### src/rtl/bcd_timer_n_if.sv
// Control and data bundle for the N-digit BCD timer.
// The controller side drives buttons and preload data; the timer side returns count, lap, state and done.
interface bcd_timer_n_if #(
    parameter int NDIG = 3
);
    logic              start;
    logic              stop;
    logic              clear;
    logic              dir;
    logic              load_en;
    logic [4*NDIG-1:0] load_val;
    logic              lap;
    logic [4*NDIG-1:0] count;
    logic [4*NDIG-1:0] lap_val;
    logic [1:0]        state;
    logic              done;

    modport master (
        output start, stop, clear, dir, load_en, load_val, lap,
        input  count, lap_val, state, done
    );

    modport slave (
        input  start, stop, clear, dir, load_en, load_val, lap,
        output count, lap_val, state, done
    );
endinterface

### src/rtl/bcd_timer_n.sv
// N-digit BCD stopwatch/countdown timer with prescaled tick, preload, pause/resume,
// lap capture and selectable stop-or-wrap terminal behaviour.
module bcd_timer_n #(
    parameter int NDIG     = 3,
    parameter int PRESCALE = 1,
    parameter int WRAP     = 0
) (
    input logic         clk,
    input logic         ar,
    bcd_timer_n_if.slave bus
);
    localparam int W  = 4 * NDIG;
    localparam int PW = (PRESCALE > 1) ? $clog2(PRESCALE) : 1;

    typedef enum logic [1:0] {
        IDLE  = 2'd0,
        RUN   = 2'd1,
        PAUSE = 2'd2,
        DONE  = 2'd3
    } state_t;

    state_t          state_q;
    logic [W-1:0]    count_q;
    logic [W-1:0]    lapVal_q;
    logic            done_q;
    logic [PW-1:0]   presc_q;

    logic [W-1:0]    stepVal;
    logic [W-1:0]    loadClamped;
    logic            carry;
    logic            allNine;
    logic            allZero;
    logic [3:0]      digit;
    logic [3:0]      loadDigit;
    logic            atTerminal;
    logic            tick;

    // One ripple pass gives the +/-1 result; a carry out of the top digit means we wrapped.
    always_comb begin
        stepVal     = count_q;
        loadClamped = '0;
        carry       = 1'b1;
        allNine     = 1'b1;
        allZero     = 1'b1;
        digit       = 4'd0;
        loadDigit   = 4'd0;
        for (int i = 0; i < NDIG; i++) begin
            digit   = count_q[4*i +: 4];
            allNine = allNine & (digit == 4'd9);
            allZero = allZero & (digit == 4'd0);
            if (carry) begin
                if (!bus.dir) begin
                    if (digit == 4'd9) begin
                        stepVal[4*i +: 4] = 4'd0;
                    end else begin
                        stepVal[4*i +: 4] = digit + 4'd1;
                        carry             = 1'b0;
                    end
                end else begin
                    if (digit == 4'd0) begin
                        stepVal[4*i +: 4] = 4'd9;
                    end else begin
                        stepVal[4*i +: 4] = digit - 4'd1;
                        carry             = 1'b0;
                    end
                end
            end
            loadDigit              = bus.load_val[4*i +: 4];
            loadClamped[4*i +: 4]  = (loadDigit > 4'd9) ? 4'd9 : loadDigit;
        end
    end

    assign atTerminal = bus.dir ? allZero : allNine;
    assign tick       = (state_q == RUN) && (presc_q == PW'(PRESCALE - 1));

    always_ff @(posedge clk) begin
        if (ar) begin
            state_q  <= IDLE;
            count_q  <= '0;
            lapVal_q <= '0;
            done_q   <= 1'b0;
            presc_q  <= '0;
        end else begin
            done_q <= 1'b0;
            if (bus.lap && ((state_q == RUN) || (state_q == PAUSE))) begin
                lapVal_q <= count_q;
            end
            case (state_q)
                IDLE: begin
                    presc_q <= '0;
                    if (bus.clear) begin
                        count_q <= '0;
                    end else if (bus.load_en) begin
                        count_q <= loadClamped;
                    end else if (bus.start) begin
                        state_q <= RUN;
                    end
                end
                RUN: begin
                    if (bus.clear) begin
                        state_q <= IDLE;
                        count_q <= '0;
                        presc_q <= '0;
                    end else if (bus.stop) begin
                        state_q <= PAUSE;
                        presc_q <= '0;
                    end else if (tick) begin
                        presc_q <= '0;
                        done_q  <= atTerminal;
                        if (atTerminal && (WRAP == 0)) begin
                            state_q <= DONE;
                        end else begin
                            count_q <= stepVal;
                        end
                    end else begin
                        presc_q <= presc_q + PW'(1);
                    end
                end
                PAUSE: begin
                    presc_q <= '0;
                    if (bus.clear) begin
                        state_q <= IDLE;
                        count_q <= '0;
                    end else if (bus.load_en) begin
                        count_q <= loadClamped;
                    end else if (bus.start) begin
                        state_q <= RUN;
                    end
                end
                DONE: begin
                    presc_q <= '0;
                    if (bus.clear) begin
                        state_q <= IDLE;
                        count_q <= '0;
                    end else if (bus.load_en) begin
                        state_q <= IDLE;
                        count_q <= loadClamped;
                    end
                end
                default: begin
                    state_q <= IDLE;
                    presc_q <= '0;
                end
            endcase
        end
    end

    assign bus.count   = count_q;
    assign bus.lap_val = lapVal_q;
    assign bus.state   = state_q;
    assign bus.done    = done_q;
endmodule

### src/flat_wrapper.sv
// flat-port wrapper written by rule: the top's interface ports become plain ports
module bcd_timer_n_flat 
#(
    parameter int NDIG     = 3,
    parameter int PRESCALE = 1,
    parameter int WRAP     = 0
)
  (clk, ar, bus_start, bus_stop, bus_clear, bus_dir, bus_load_en, bus_load_val, bus_lap, bus_count, bus_lap_val, bus_state, bus_done);
  bcd_timer_n_if #(.NDIG(NDIG)) bus_i ();
  input logic clk;
  input logic ar;
  input wire logic [$bits(bus_i.start)-1:0] bus_start;
  input wire logic [$bits(bus_i.stop)-1:0] bus_stop;
  input wire logic [$bits(bus_i.clear)-1:0] bus_clear;
  input wire logic [$bits(bus_i.dir)-1:0] bus_dir;
  input wire logic [$bits(bus_i.load_en)-1:0] bus_load_en;
  input wire logic [$bits(bus_i.load_val)-1:0] bus_load_val;
  input wire logic [$bits(bus_i.lap)-1:0] bus_lap;
  output wire logic [$bits(bus_i.count)-1:0] bus_count;
  output wire logic [$bits(bus_i.lap_val)-1:0] bus_lap_val;
  output wire logic [$bits(bus_i.state)-1:0] bus_state;
  output wire logic [$bits(bus_i.done)-1:0] bus_done;
  assign bus_i.start = bus_start;
  assign bus_i.stop = bus_stop;
  assign bus_i.clear = bus_clear;
  assign bus_i.dir = bus_dir;
  assign bus_i.load_en = bus_load_en;
  assign bus_i.load_val = bus_load_val;
  assign bus_i.lap = bus_lap;
  assign bus_count = bus_i.count;
  assign bus_lap_val = bus_i.lap_val;
  assign bus_state = bus_i.state;
  assign bus_done = bus_i.done;
  bcd_timer_n #(.NDIG(NDIG), .PRESCALE(PRESCALE), .WRAP(WRAP)) u_core (.clk(clk), .ar(ar), .bus(bus_i));
endmodule
### config.mk
export PLATFORM = sky130hd
export DESIGN_NAME = bcd_timer_n_flat
export DESIGN_NICKNAME = d
export VERILOG_FILES = /design/src/rtl/bcd_timer_n_if.sv /design/src/rtl/bcd_timer_n.sv /design/src/flat_wrapper.sv
export SDC_FILE = /design/constraint.sdc
export NUM_CORES = 1
export LEC_CHECK = 0
export BUFFER_PORTS_ARGS = -buffer_cell sky130_fd_sc_hd__buf_2
export CAP_MARGIN = 20
export CORE_AREA = 2 2 78 58
export CTS_CLUSTER_DIAMETER = 30
export DETAILED_ROUTE_END_ITERATION = 7
export DIE_AREA = 0 0 80 60
export PLACE_DENSITY = 0.75
export SYNTH_ARGS = -nofsm -noshare
export SYNTH_HDL_FRONTEND = slang
export SYNTH_SLANG_ARGS = --single-unit
### constraint.sdc
create_clock -name clk -period 2.35 [get_ports clk]
set_input_delay 0 -clock clk [delete_from_list [all_inputs] [get_ports clk]]
set_output_delay 0 -clock clk [all_outputs]
set_load 0.005 [all_outputs]
==> flow_summary.json <==
{
  "crit_type": "reg -> reg",
  "seq_area_frac_synth": 0.2631,
  "clk_latency_ps": 280,
  "gp_congestion": 0.8579,
  "worstPathCellList": "inv_1, ha_1, and4bb_2, nor2_2, nor3b_2, a31oi_4, mux2_1",
  "cpMaxStageDelayCell": "dfxtp_1",
  "grt_pass1_vias": 1818,
  "fmax_mhz": 471.5,
  "ir_drop_v": 0.0002479,
  "fill_cells": 409,
  "crit_path_end_kind": "flop",
  "yosysTopAreaCell": "dfxtp_1",
  "dp_hpwl_um": 3984,
  "pwr-share-seq": 0.442,
  "min_period_ps": 2121,
  "synth_largest_type_area_fraction": 0.2631,
  "crit_arrival_ps": 2290,
  "slew_violations": 0,
  "max_cap_viol_count": 0,
  "cts_tree": "done",
  "io_pins": 47,
  "die_h_um": 60,
  "cts_root_buffer": "clkbuf_8",
  "power.total_mw": 1.186,
  "wl_um": 5465,
  "power_leakage_nw": 0.9841,
  "hold_path.class": "in -> reg",
  "grt_max_degree": 31,
  "first_pass_iters": 5,
  "fin_tns_setup_ps": 0,
  "dieWidth_um": 80,
  "std_cell_rows": 20,
  "p_sw_mw": 0.3492,
  "grt_pass1_wl_um": 8673,
  "worstSetupStartpointType": "flop",
  "path_delay_family": "flip-flops",
  "cts_resized": 0,
  "rsz0062_at_grt": "false",
  "start_util": 0.5192,
  "numPortBuffers": 46,
  "fin_cells": 360,
  "internal_power_mw": 0.8371,
  "maxSlewHeadroom": 0.6317,
  "hold_slack_ps": 78.02,
  "post-cts-setup-buffers": 0,
  "yosys_warnings": 0,
  "synth_cells": 269,
  "ys_ff_latch": 28,
  "finalSetupViolCount": 0,
  "avgRoutedWirePerCell_um": 15.18,
  "yosys-top-cells-area": "dfxtp_1, ha_1, nand2_1",
  "p_comb_frac": 0.234,
  "switching_share": 0.2944,
  "hold_violations": 0,
  "antenna_found_initial": 0,
  "grt.total_usage": 0.2326,
  "nNetsFinal": 341,
  "ys.flop_type": "dfxtp_1",
  "crit_required_ps": 2520,
  "period_share": 0.9025,
  "synth_edf_count": 0,
  "ant_nets": 0,
  "async_reset_ff_frac": 0,
  "synth_most_common_cell": "nand2_1",
  "synth_nets": 304,
  "cts_sinks": 28,
  "synth_area_um2": 2131,
  "slowest_delay_ps": 500,
  "clkPwrFrac": 0.324,
  "drive_gt1_frac": 0.2295,
  "crit_fanout": 9,
  "core_area_um2": 4104,
  "clk_pin_slew_worst_paths_ps": 100,
  "num_vias": 2088,
  "crit_buf_inv": 1,
  "pwr_density_cell_nw_per_um2": 485.0,
  "ys_types": 66,
  "dp.cells": 355,
  "drt_iter0_markers": 118,
  "dieArea_um2": 4800,
  "finalClockSkew_ps": 5.007,
  "status": "finished, final reports clean",
  "worst_slew_pin_slew_ps": 552.4,
  "drc_errors": 0,
  "yosys-top-cells-count": "nand2_1, dfxtp_1, nor2_1, a21oi_1, ha_1",
  "cts_max_path_buffers": 2,
  "postSynthAreaPerCell_um2": 7.921,
  "avgViaCountPerCell": 5.800,
  "cts_buffers": 3,
  "htreeDepth": 1,
  "diodes": 0,
  "gr-total-overflow": 0,
  "syn_to_final_growth_pct": 14.80
}
[cells in the final DEF, fill, tap and decap left out, types with 4 or more instances in the layout]
| master | n |
|---|---|
| nand3b_1 | 6 |
| nor2_1 | 21 |
| ha_1 | 15 |
| o31ai_1 | 4 |
| nand2_1 | 33 |
| nand2b_1 | 7 |
| o21a_1 | 4 |
| a21oi_1 | 19 |
| dfxtp_1 | 28 |
| buf_2 | 46 |
| o21ai_0 | 13 |
| nand3_1 | 4 |
| and2_1 | 4 |
| inv_1 | 14 |
| o21ai_1 | 5 |
| nor3_1 | 4 |
| nor2b_1 | 4 |
| nor3b_1 | 5 |
[final timing paths]
| path | to | slack [ps] | from | cells after the start |
|---|---|---|---|---|
| hold reg to reg | u_core.bus.lap_val[10]$_SDFFE_PP0P_ | 460 | u_core.bus.lap_val[10]$_SDFFE_PP0P_ | 2 |
| setup / recovery | u_core.bus.count[8]$_SDFFE_PP0P_ | 230 | u_core.bus.count[0]$_SDFFE_PP0P_ | 7 |
| setup reg to reg | u_core.bus.count[8]$_SDFFE_PP0P_ | 230 | u_core.bus.count[0]$_SDFFE_PP0P_ | 7 |
| hold / removal | u_core.bus.count[6]$_SDFFE_PP0P_ | 80 | bus_load_val[6] | 3 |
[final cells by class]
type,instances,area [um^2],share of cell area
multi-input combinational,210,1438,0.5877
sequential,28,560.5,0.2292
timing repair buffer,49,255.2,0.1043
tap,55,68.82,0.02813
inverter,14,52.55,0.02148
clock buffer,3,41.29,0.01688
clock inverter,1,30.03,0.01228
[power by group through the flow]
stage / clock (mW) / sequential (mW) / combinational, mW
2_1_floorplan: 0 / 0.520 / 0.204
4_1_cts: 0.391 / 0.524 / 0.275
5_1_grt: 0.407 / 0.528 / 0.306
6_report: 0.385 / 0.524 / 0.277
3_5_place_dp: 0 / 0.535 / 0.272
3_3_place_gp: 0 / 0.534 / 0.268
[sequential cells by signal, indices dropped and copies added, names as in the netlist]
name,count
u_core.bus.count,12
u_core.bus.lap_val,12
u_core.bus.state,2
u_core.bus.done,1
u_core.presc_q,1
[layer usage]
layer / track usage / up-vias / share of wire
met2: 0.3488 / 82 / 0.41
met3: 0.04683 / 4 / 0.073
met5: 0 / - / 0
li1: - / 1042 / -
met1: 0.3442 / 960 / 0.51
met4: 0.05327 / 0 / 0.0086
[metrics by stage]
step	setup slack, ps	cell area (um^2)	util
floorplan	414.8	2131	-
global route	119.1	2446	0.5960
CTS	224.0	2446	0.5960
global placement	317.0	2365	0.5762
detailed placement	239.1	2365	0.5762
finish	229.0	2446	0.5960
[cell families after synthesis]
family,count (synthesis),synth area share
AOI/OAI and AO/OA,79,0.2689
xor gates and xnor gates,1,0.004111
adders and majority gates,15,0.08808
and+or+nand+nor,110,0.2883
DFF,28,0.2631
buffers and inverters,31,0.06224
muxes,5,0.02525
[worst reg2reg max path: cells and delay by family (launching register included)]
| family | cells | cell delay (ps) |
|---|---|---|
| flops | 1 | 500 |
| simple gates | 3 | 500 |
| mux | 1 | 340 |
| fa+ha+maj | 1 | 270 |
| compound gates | 1 | 270 |
| buf+inv | 1 | 130 |
[repair_timing]
| item | in CTS | in global routing |
|---|---|---|
| endpoints found under the hold margin | 1 | 0 |
| hold buffers | 1 | 0 |
| endpoints found under the setup margin | 0 | 0 |
No activity file was read; power rests on OpenSTA's default activity.
